## config.mk

```make
export PLATFORM = sky130hd
export DESIGN_NAME = multicycle_main_controller
export DESIGN_NICKNAME = d
export VERILOG_FILES = /design/src/rtl/multicycle_main_controller.sv
export SDC_FILE = /design/constraint.sdc
export NUM_CORES = 1
export LEC_CHECK = 0
export ABC_CLOCK_PERIOD_IN_PS = 1900
export CORE_MARGIN = 2
export CORE_UTILIZATION = 49
export CTS_BUF_LIST = sky130_fd_sc_hd__clkbuf_8
export DETAILED_ROUTE_END_ITERATION = 10
export GPL_TIMING_DRIVEN = 0
export PLACE_DENSITY_LB_ADDON = 0.12
export SLEW_MARGIN = 10
export SYNTH_ARGS = -nofsm -noshare
export SYNTH_HDL_FRONTEND = slang
export SYNTH_SLANG_ARGS = --single-unit
```

## constraint.sdc

```tcl
create_clock -name clk -period 1.9 [get_ports clk]
set_input_delay 0.38 -clock clk [delete_from_list [all_inputs] [get_ports clk]]
set_output_delay 0.38 -clock clk [all_outputs]
set_load 0.01 [all_outputs]
```

## src/rtl/multicycle_main_controller.sv

```systemverilog
// Multi-cycle main control FSM for the cached RISC-V core: sequences one instruction
// at a time through fetch/decode/execute/memory/writeback and stalls on mem_ready.
module multicycle_main_controller #(
    parameter int unsigned EN_JALR     = 1,
    parameter int unsigned EN_UPPER    = 1,
    parameter int unsigned TIMEOUT_W   = 8,
    parameter int unsigned MEM_TIMEOUT = 255
) (
    input  logic       clk,
    input  logic       rst_n,
    input  logic [6:0] opcode,
    input  logic       mem_ready,
    output logic       pc_write,
    output logic       ir_write,
    output logic       adr_src,
    output logic       mem_read,
    output logic       mem_write,
    output logic       reg_write,
    output logic [1:0] alu_src_a,
    output logic [1:0] alu_src_b,
    output logic [1:0] alu_op,
    output logic [2:0] imm_src,
    output logic [1:0] result_src,
    output logic       branch,
    output logic       instr_done,
    output logic       illegal,
    output logic       mem_timeout,
    output logic [3:0] state_o
);

    localparam logic [6:0] OP_LOAD  = 7'b0000011;
    localparam logic [6:0] OP_STORE = 7'b0100011;
    localparam logic [6:0] OP_R     = 7'b0110011;
    localparam logic [6:0] OP_I     = 7'b0010011;
    localparam logic [6:0] OP_BR    = 7'b1100011;
    localparam logic [6:0] OP_JAL   = 7'b1101111;
    localparam logic [6:0] OP_JALR  = 7'b1100111;
    localparam logic [6:0] OP_LUI   = 7'b0110111;
    localparam logic [6:0] OP_AUIPC = 7'b0010111;

    // Last counter value before the trap fires; only meaningful when the timeout is enabled.
    localparam logic [TIMEOUT_W-1:0] TIMEOUT_LIM = TIMEOUT_W'(MEM_TIMEOUT - 1);

    typedef enum logic [3:0] {
        S_FETCH    = 4'd0,
        S_DECODE   = 4'd1,
        S_MEMADR   = 4'd2,
        S_MEMREAD  = 4'd3,
        S_MEMWB    = 4'd4,
        S_MEMWRITE = 4'd5,
        S_EXECR    = 4'd6,
        S_EXECI    = 4'd7,
        S_ALUWB    = 4'd8,
        S_BEQ      = 4'd9,
        S_JAL      = 4'd10,
        S_JALR     = 4'd11,
        S_JALRLINK = 4'd12,
        S_LUI      = 4'd13,
        S_AUIPC    = 4'd14,
        S_TRAP     = 4'd15
    } state_t;

    state_t                 state;
    state_t                 state_next;
    logic [TIMEOUT_W-1:0]   wait_cnt;
    logic [TIMEOUT_W-1:0]   wait_cnt_next;
    logic                   in_wait;
    logic                   timeout_hit;
    logic                   illegal_set;

    assign state_o = state;

    always_ff @(posedge clk or negedge rst_n) begin
        if (!rst_n) begin
            state       <= S_FETCH;
            wait_cnt    <= '0;
            illegal     <= 1'b0;
            mem_timeout <= 1'b0;
        end else begin
            state    <= state_next;
            wait_cnt <= wait_cnt_next;
            if (illegal_set) begin
                illegal <= 1'b1;
            end
            if (timeout_hit) begin
                mem_timeout <= 1'b1;
            end
        end
    end

    always_comb begin
        state_next    = state;
        wait_cnt_next = '0;
        illegal_set   = 1'b0;
        timeout_hit   = 1'b0;
        pc_write      = 1'b0;
        ir_write      = 1'b0;
        adr_src       = 1'b0;
        mem_read      = 1'b0;
        mem_write     = 1'b0;
        reg_write     = 1'b0;
        alu_src_a     = 2'b00;
        alu_src_b     = 2'b00;
        alu_op        = 2'b00;
        imm_src       = 3'b000;
        result_src    = 2'b00;
        branch        = 1'b0;
        instr_done    = 1'b0;

        in_wait = (state == S_FETCH) || (state == S_MEMREAD) || (state == S_MEMWRITE);
        // mem_ready has priority over an expiring counter in the same cycle.
        if ((MEM_TIMEOUT != 0) && in_wait && !mem_ready && (wait_cnt == TIMEOUT_LIM)) begin
            timeout_hit = 1'b1;
        end

        case (state)
            S_FETCH: begin
                mem_read   = 1'b1;
                alu_src_b  = 2'b10;
                result_src = 2'b10;
                if (mem_ready) begin
                    ir_write   = 1'b1;
                    pc_write   = 1'b1;
                    state_next = S_DECODE;
                end else if (timeout_hit) begin
                    state_next = S_TRAP;
                end
            end
            S_DECODE: begin
                alu_src_a   = 2'b01;
                alu_src_b   = 2'b01;
                imm_src     = 3'b010;
                state_next  = S_TRAP;
                illegal_set = 1'b1;
                case (opcode)
                    OP_LOAD, OP_STORE: begin
                        state_next  = S_MEMADR;
                        illegal_set = 1'b0;
                    end
                    OP_R: begin
                        state_next  = S_EXECR;
                        illegal_set = 1'b0;
                    end
                    OP_I: begin
                        state_next  = S_EXECI;
                        illegal_set = 1'b0;
                    end
                    OP_BR: begin
                        state_next  = S_BEQ;
                        illegal_set = 1'b0;
                    end
                    OP_JAL: begin
                        state_next  = S_JAL;
                        illegal_set = 1'b0;
                    end
                    OP_JALR: begin
                        if (EN_JALR != 0) begin
                            state_next  = S_JALR;
                            illegal_set = 1'b0;
                        end
                    end
                    OP_LUI: begin
                        if (EN_UPPER != 0) begin
                            state_next  = S_LUI;
                            illegal_set = 1'b0;
                        end
                    end
                    OP_AUIPC: begin
                        if (EN_UPPER != 0) begin
                            state_next  = S_AUIPC;
                            illegal_set = 1'b0;
                        end
                    end
                    default: ;
                endcase
            end
            S_MEMADR: begin
                alu_src_a = 2'b10;
                alu_src_b = 2'b01;
                if (opcode == OP_LOAD) begin
                    imm_src    = 3'b000;
                    state_next = S_MEMREAD;
                end else begin
                    imm_src    = 3'b001;
                    state_next = S_MEMWRITE;
                end
            end
            S_MEMREAD: begin
                adr_src  = 1'b1;
                mem_read = 1'b1;
                if (mem_ready) begin
                    state_next = S_MEMWB;
                end else if (timeout_hit) begin
                    state_next = S_TRAP;
                end
            end
            S_MEMWB: begin
                result_src = 2'b01;
                reg_write  = 1'b1;
                instr_done = 1'b1;
                state_next = S_FETCH;
            end
            S_MEMWRITE: begin
                adr_src   = 1'b1;
                mem_write = 1'b1;
                if (mem_ready) begin
                    instr_done = 1'b1;
                    state_next = S_FETCH;
                end else if (timeout_hit) begin
                    state_next = S_TRAP;
                end
            end
            S_EXECR: begin
                alu_src_a  = 2'b10;
                alu_src_b  = 2'b00;
                alu_op     = 2'b10;
                state_next = S_ALUWB;
            end
            S_EXECI: begin
                alu_src_a  = 2'b10;
                alu_src_b  = 2'b01;
                imm_src    = 3'b000;
                alu_op     = 2'b10;
                state_next = S_ALUWB;
            end
            S_ALUWB: begin
                result_src = 2'b00;
                reg_write  = 1'b1;
                instr_done = 1'b1;
                state_next = S_FETCH;
            end
            S_BEQ: begin
                alu_src_a  = 2'b10;
                alu_src_b  = 2'b00;
                alu_op     = 2'b01;
                result_src = 2'b00;
                branch     = 1'b1;
                instr_done = 1'b1;
                state_next = S_FETCH;
            end
            S_JAL: begin
                // ALU forms OldPC+4 for the link while PC takes the target held in ALUOut.
                alu_src_a  = 2'b01;
                alu_src_b  = 2'b10;
                result_src = 2'b00;
                pc_write   = 1'b1;
                state_next = S_ALUWB;
            end
            S_JALR: begin
                alu_src_a  = 2'b10;
                alu_src_b  = 2'b01;
                imm_src    = 3'b000;
                result_src = 2'b10;
                pc_write   = 1'b1;
                state_next = S_JALRLINK;
            end
            S_JALRLINK: begin
                alu_src_a  = 2'b01;
                alu_src_b  = 2'b10;
                state_next = S_ALUWB;
            end
            S_LUI: begin
                alu_src_a  = 2'b11;
                alu_src_b  = 2'b01;
                imm_src    = 3'b100;
                state_next = S_ALUWB;
            end
            S_AUIPC: begin
                alu_src_a  = 2'b01;
                alu_src_b  = 2'b01;
                imm_src    = 3'b100;
                state_next = S_ALUWB;
            end
            S_TRAP: begin
                state_next = S_TRAP;
            end
            default: begin
                state_next = S_TRAP;
            end
        endcase

        // Counter runs only while stalled in the same wait state; any move or handshake clears it.
        if (in_wait && !mem_ready && (state_next == state)) begin
            if (wait_cnt == {TIMEOUT_W{1'b1}}) begin
                wait_cnt_next = wait_cnt;
            end else begin
                wait_cnt_next = wait_cnt + 1'b1;
            end
        end

        if (!rst_n) begin
            pc_write   = 1'b0;
            ir_write   = 1'b0;
            mem_read   = 1'b0;
            mem_write  = 1'b0;
            reg_write  = 1'b0;
            branch     = 1'b0;
            instr_done = 1'b0;
        end
    end

endmodule

```

==> results.md, run 1 <==
- Avg Vias per Cell: 6.13
- RSZ-0062 raised after global routing: true
- Distinct cell type count after synthesis: 47
- TritonCTS Buffers: 3
- Mean Syn Cell Area: 7.76 um^2
- Compound-Gate Fraction of Synth Area: 0.229
- Worst Reg-to-Reg Cells: 7
- Pwr/cell area: 1620 mW/mm^2
- Pre-Repair DR Iteration Count: 5
- Register area share after synthesis: 0.279
- Slowest stage delay, CP: 0.53 ns
- Tot Pwr: 3.32 mW
- Clk_skew: 0.00172 ns
- FF+latch count, synth: 14
- Initial DRC count: 77
- Post-synth EDFFs: 0
- Worst endpoint required time: 1.99 ns
- Row count: 18
- Yosys Warn Count: 0
- Crit path buffers/inverters: 2
- Remaining DRCs: 0
- Area Overhead vs Synth: 62.7%
- Post-layout net count: 237
- ANT cells: 0
- Final Max Slew Viols: 0
- Post-placement cell area: 0.00162 mm^2
- Post-CTS Hold Buffers: 0
- TritonCTS clock tree: yes
- Post-DRT Antenna Nets: 0
- Worst reg2reg path startpoint: state_o[0]$_DFF_PN0_
- IO buf count: 32
- Post-synthesis mux area share: 0.0239
- Endpoint of the worst register-to-register path: state_o[0]$_DFF_PN0_
- Initial antenna violation count: 0
- Switching power: 1.48 mW
- Synthesized cell area: 0.00126 mm^2
- Global routing usage on met1: 0.336
- MaxCap Viol Count: 0
- GR peak layer: met2
- Post-route minimum period: 2.00 ns
- CTS Buffer Depth: 2
- Die width: 54.7 um
- CTS clock-pin slew for the worst setup and hold paths: 0.06 ns
- Rel. slew slack: 0.653
- Initial core utilization: 0.512
- Drt total wl: 4340 um
- CP arrival: 2.10 ns
- Cell Int Power: 1.84 mW
- Clk root buf: clkbuf_8
- VDD IR-drop max: 1.23 mV
- Reg2Reg Setup Slack: -0.10 ns
- Tot GR Track Use: 0.275
- Hold Path Class: in -> async
- Fin util: 0.833
- Fmax: 499 MHz
- Sw Ratio: 0.445
- Adder-cell share of the synthesized area: 0.0199
- Leading cell type in the layout, fill and taps excluded: buf_4
- Post-Synth XOR/XNOR Area: 0.0408
- Final setup viols: 5
- Post-DP HPWL: 2490 um
- Final Cell Area: 0.00205 mm^2
- Post-synth ARST share: 1.00
- Routed length per placed instance: 17.1 um
- Die area: 0.00299 mm^2
- Cell count after synthesis: 162
- Final Cycle Share: 1.05
- Vias in the first global route: 1294
- Core footprint: 0.00245 mm^2
- Via count: 1557
- CP Launch Type: flop
- First-pass GRT wire length: 5900 um
- Failing checks: negative setup slack
- Layout cells sized above 1: 0.433
- Endpoints failing hold: 0
- Cell Count, Final, Fillers Out: 254
- Die height: 54.7 um
- Leakage: 0.972 nW
- Worst setup slack after layout: -0.103 ns
- H-Tree Depth: 1
- Clock latency on the worst-skew pair: 0.25 ns
- Combinational Power Share: 0.790
- # clock sinks: 14
- Worst Path Class, Setup: reg -> reg
- Largest net degree at the start of global routing: 21
- Total grt overflow: 0
- Critical path's slowest cell: a2111oi_1
- Clock share of power: 0.088
- Slew at the pin closest to its max-slew limit: 0.520 ns
- Worst Setup End Kind: flop
- Critical Path, Cell by Cell: buf_6 -> buf_4 -> xnor2_2 -> a22oi_4 -> nor2_4 -> a2111oi_1 -> o22ai_1
- Combinational family with the most area after synthesis: simple AND/OR/NAND/NOR gates
- Gpl congestion: 0.901
- Status: finished with violations
- Highest-count cells in the layout ignoring fill and taps: 19 x buf_4, 17 x buf_2, 14 x nor2_1, 14 x dfrtp_1
- Num ports: 35
- Dpl cells: 224
- Critical Path Fanout Max: 5
- Simple-Gate Fraction of Synth Area: 0.333
- Reg power frac: 0.122
- Cell family with most CP delay: compound AO/OA/AOI/OAI gates
- Top_reg_cell synth: dfrtp_1
- Global-route met2 utilization: 0.470
- Final setup TNS: -0.293 ns
- Mapped Nets: 174
- M3 GR Usage: 0.0301
==> worst max path at each step <==
stage / start / endpoint / slack, ns / cells after the start
floorplan: state_o[1]$_DFF_PN0_ / wait_cnt[0]$_DFFE_PN0P_ / 0.03 / 7
global placement: rst_n / pc_write / -0.81 / 4
detailed placement: rst_n / pc_write / -0.82 / 4
CTS: state_o[0]$_DFF_PN0_ / result_src[1] / -0.14 / 6
global route: state_o[0]$_DFF_PN0_ / state_o[0]$_DFF_PN0_ / -0.16 / 7
finish: state_o[0]$_DFF_PN0_ / state_o[0]$_DFF_PN0_ / -0.10 / 7
==> per-layer routing <==
metal  share of wire  up-vias
li1                -      717
met1            0.41      763
met2            0.51       66
met3           0.051       11
met4           0.031        0
met5               0        -
==> cells in the mapped netlist (2+ instances only) <==
cell type,instances,area [um^2]
a2111oi_2,3,45.0
a21o_1,2,15.0
a21oi_1,5,25.0
a41o_1,2,20.0
and3_1,9,56.3
buf_1,3,11.3
buf_2,2,10.0
buf_6,2,22.5
clkbuf_1,3,11.3
dfrtp_1,14,350
ha_1,2,25.0
inv_1,7,26.3
mux2i_1,3,30.0
nand2_1,15,56.3
nand2b_1,4,25.0
nand3_1,11,55.1
nor2_1,19,71.3
nor2b_1,2,12.5
nor3_1,10,50.1
nor3b_1,2,15.0
o21ai_0,11,55.1
o22ai_1,2,12.5
or2_2,2,12.5
or3_1,2,12.5
xnor2_1,3,26.3
==> power by group through the flow <==
stage	clock [mW]	sequential, mW	combinational [mW]
after floorplan	0	0.417	1.09
after global placement	0	0.402	1.72
after detailed placement	0	0.405	1.75
after CTS	0.300	0.401	2.16
after global routing	0.305	0.412	2.76
final	0.292	0.406	2.62
==> stage by stage <==
| step | hold WS (ns) | setup WS (ns) |
|---|---|---|
| final | 0.166 | -0.103 |
| after global routing | 0.201 | -0.156 |
| after CTS | 0.160 | -0.135 |
| after detailed placement | 0.458 | -0.823 |
| after global placement | 0.445 | -0.811 |
| after floorplan | 0.0844 | 0.0276 |
==> registers in the layout, indices dropped and copies added, names as in the netlist <==
register	flops
wait_cnt	8
mem_timeout	1
state_o	4
illegal	1
==> final cells by class <==
cell class / instances / area (um^2)
multi-input cells: 129 / 978
repair buffers: 59 / 462
fillers: 141 / 409
flip-flops and latches: 14 / 350
plain buffers: 11 / 130
clock buffers: 4 / 55.1
well taps: 30 / 37.5
inverters: 7 / 32.5
==> cell families after synthesis <==
logic type                 count (synthesis)
buffers and inverters                     19
and+or+nand+nor                           82
AOI/OAI and AO/OA                         37
DFF                                       14
adders and majority gates                  2
muxes                                      3
xor gates and xnor gates                   5
==> timing repair <==
item	4_1_cts	5_1_grt
pin swaps	8	12
gates cloned	0	1
resized for setup	121	28
endpoints found under the setup margin	29	25
buffers inserted	13	13
endpoints found under the hold margin	0	0
Power figures use the tool's default switching activity.
==> inputs of run 2 (changes only) <==
--- a/config.mk
+++ b/config.mk
@@ -6,6 +6,7 @@
 export NUM_CORES = 1
 export LEC_CHECK = 0
 export ABC_CLOCK_PERIOD_IN_PS = 1900
+export CAP_MARGIN = 20
 export CORE_MARGIN = 2
 export CORE_UTILIZATION = 49
 export CTS_BUF_LIST = sky130_fd_sc_hd__clkbuf_8
==> results of run 2 <==
The final DEF is identical to that of run 1; final timing and power are the same.
==> inputs of run 3 (changes only) <==
--- a/config.mk
+++ b/config.mk
@@ -13,6 +13,7 @@
 export DETAILED_ROUTE_END_ITERATION = 10
 export GPL_TIMING_DRIVEN = 0
 export PLACE_DENSITY_LB_ADDON = 0.12
+export REMOVE_ABC_BUFFERS = 1
 export SLEW_MARGIN = 10
 export SYNTH_ARGS = -nofsm -noshare
 export SYNTH_HDL_FRONTEND = slang
==> run 3 against run 2 <==
  * The run still ends with negative setup slack left
  * Non-clock buffer count decreased by 8
  * Fmax rose by 5.2%
  * Final cell count decreased by 3.1%
  * Final area decreased by 4.2%
  * First-iteration DRC count shrank 52%
  * Routed wire length shrank 7.0%
==> results.md, run 3 (synthesized netlist as in run 1, its figures left out) <==
- Final Max Slew Viols: 0 (unchanged)
- Area Overhead vs Synth: 55.9% (was 62.7%)
- IO buf count: 34 (was 32)
- Clock latency on the worst-skew pair: 0.24 ns (was 0.25 ns)
- Worst setup slack after layout: -0.00301 ns (was -0.103 ns)
- Leakage: 0.958 nW (was 0.972 nW)
- CTS Buffer Depth: 2 (unchanged)
- RSZ-0062 raised after global routing: true (unchanged)
- Rel. slew slack: 0.678 (was 0.653)
- TritonCTS clock tree: yes (unchanged)
- CTS clock-pin slew for the worst setup and hold paths: 0.06 ns (about the same)
- Pwr/cell area: 1520 mW/mm^2 (was 1620 mW/mm^2)
- Die area: 0.00299 mm^2 (unchanged)
- Layout cells sized above 1: 0.384 (was 0.433)
- Final setup TNS: -0.00301 ns (was -0.293 ns)
- Status: finished with violations (unchanged)
- Critical Path Source: state_o[1]$_DFF_PN0_ (was state_o[0]$_DFF_PN0_)
- Clk root buf: clkbuf_8 (unchanged)
- Largest net degree at the start of global routing: 21 (unchanged)
- Leading cell type in the layout, fill and taps excluded: buf_4 (unchanged)
- Core footprint: 0.00245 mm^2 (unchanged)
- Worst Reg-to-Reg Cells: 7 (unchanged)
- Worst endpoint required time: 1.52 ns (was 1.99 ns)
- Worst setup path end: imm_src[2] (was state_o[0]$_DFF_PN0_)
- Critical Path Fanout Max: 6 (was 5)
- Final Cycle Share: 1.00 (was 1.05)
- Slew at the pin closest to its max-slew limit: 0.482 ns (was 0.520 ns)
- First-pass GRT wire length: 5740 um (was 5900 um)
- Top reg by flops: wait_cnt (unchanged)
- Initial antenna violation count: 0 (unchanged)
- Post-DP HPWL: 2160 um (was 2490 um)
- VDD IR-drop max: 1.06 mV (was 1.23 mV)
- Remaining DRCs: 0 (unchanged)
- Avg Vias per Cell: 5.95 (was 6.13)
- Vias in the first global route: 1286 (was 1294)
- Final Cell Area: 0.00196 mm^2 (was 0.00205 mm^2)
- Highest-count cells in the layout ignoring fill and taps: 19 x buf_4, 15 x nor2_1, 11 x nand3_1, 11 x nand2_1, 10 x dfrtp_1 (was 19 x buf_4, 17 x buf_2, 14 x nor2_1, 14 x dfrtp_1)
- CP Launch Type: flop (unchanged)
- Total grt overflow: 0 (unchanged)
- Worst Setup End Kind: primary output (was flop)
- Die width: 54.7 um (unchanged)
- Failing checks: negative setup slack (unchanged)
- CP arrival: 1.52 ns (was 2.10 ns)
- Post-layout net count: 229 (was 237)
- ANT cells: 0 (unchanged)
- Worst Path Class, Setup: reg -> out (was reg -> reg)
- Dpl cells: 214 (was 224)
- Hold Path Class: in -> async (unchanged)
- # clock sinks: 14 (unchanged)
- Routed length per placed instance: 16.4 um (was 17.1 um)
- Worst reg2reg path startpoint: state_o[0]$_DFF_PN0_ (unchanged)
- Post-route minimum period: 1.90 ns (was 2.00 ns)
- Via count: 1464 (was 1557)
- Pre-Repair DR Iteration Count: 4 (was 5)
- Gpl congestion: 0.777 (was 0.901)
- H-Tree Depth: 1 (unchanged)
- TritonCTS Buffers: 3 (unchanged)
- Tot GR Track Use: 0.261 (was 0.275)
- Die height: 54.7 um (unchanged)
- Row count: 18 (unchanged)
- Cell Count, Final, Fillers Out: 246 (was 254)
- Num ports: 35 (unchanged)
- MaxCap Viol Count: 0 (unchanged)
- Endpoints failing hold: 0 (unchanged)
- Initial DRC count: 37 (was 77)
- Endpoint of the worst register-to-register path: state_o[0]$_DFF_PN0_ (unchanged)
- Largest register FFs: 8 (unchanged)
- Initial core utilization: 0.512 (unchanged)
- Reg2Reg Setup Slack: 0.01 ns (was -0.10 ns)
- Final setup viols: 1 (was 5)
- Fmax: 525 MHz (was 499 MHz)
- Post-placement cell area: 0.00157 mm^2 (was 0.00162 mm^2)
- Post-DRT Antenna Nets: 0 (unchanged)
- Drt total wl: 4030 um (was 4340 um)
- Clk_skew: 0.00479 ns (was 0.00172 ns)
==> run 3: stage by stage <==
| stage | hold slack, ns | utilization | setup WS (ns) | total power [mW] |
|---|---|---|---|---|
| 2_1_floorplan | 0.0844 | - | -0.301 | 1.37 |
| 3_3_place_gp | 0.439 | 0.639 | -0.834 | 1.96 |
| 3_5_place_dp | 0.446 | 0.639 | -0.843 | 1.99 |
| 4_1_cts | 0.175 | 0.757 | -0.0254 | 2.69 |
| 5_1_grt | 0.206 | 0.799 | -0.0364 | 3.15 |
| 6_report | 0.179 | 0.799 | -0.00301 | 2.98 |
==> run 3: area by class of cell <==
type	count	area (um^2)
clock buffer	4	55.1
fill	159	494
multi-input combinational	129	953
inverter	7	31.3
sequential	14	360
tap	30	37.5
timing repair buffer	62	523
==> run 3: worst max-delay path: stages, from the launching register on <==
cell           delay (ns)
dfrtp_4              0.52
buf_8                0.16
xnor2_2              0.13
nor2_1               0.15
dlygate4sd2_1        0.31
==> run 3: worst min path at each step <==
stage,start,end,slack [ns],depth (start not counted)
finish,rst_n,wait_cnt[0]$_DFFE_PN0P_,0.18,1
global route,rst_n,wait_cnt[0]$_DFFE_PN0P_,0.21,1
CTS,rst_n,wait_cnt[0]$_DFFE_PN0P_,0.18,1
detailed placement,illegal$_DFFE_PN0P_,illegal$_DFFE_PN0P_,0.45,1
global placement,illegal$_DFFE_PN0P_,illegal$_DFFE_PN0P_,0.44,1
floorplan,rst_n,illegal$_DFFE_PN0P_,0.08,0
==> run 3: repair_timing <==
item,4_1_cts,5_1_grt
setup buffers,22,6
pin swaps,4,9
gates resized for setup,77,42
endpoints found under the setup margin,36,28
hold buffers,0,0
==> run 3: power by group <==
part | leakage (nW) | switching, mW | total, mW | internal (mW)
logic | 0.750 | 1.13 | 2.22 | 1.08
clock network | 0.0288 | 0.104 | 0.287 | 0.183
registers | 0.180 | 0.106 | 0.479 | 0.373
total | 0.958 | 1.34 | 2.98 | 1.64
==> run 3: routing by layer <==
metal | GRT usage | wire length, um
met1 | 0.325 | 1620
met2 | 0.466 | 2080
met3 | 0.0246 | 246
met4 | 0.0875 | 86
met5 | 0 | 0
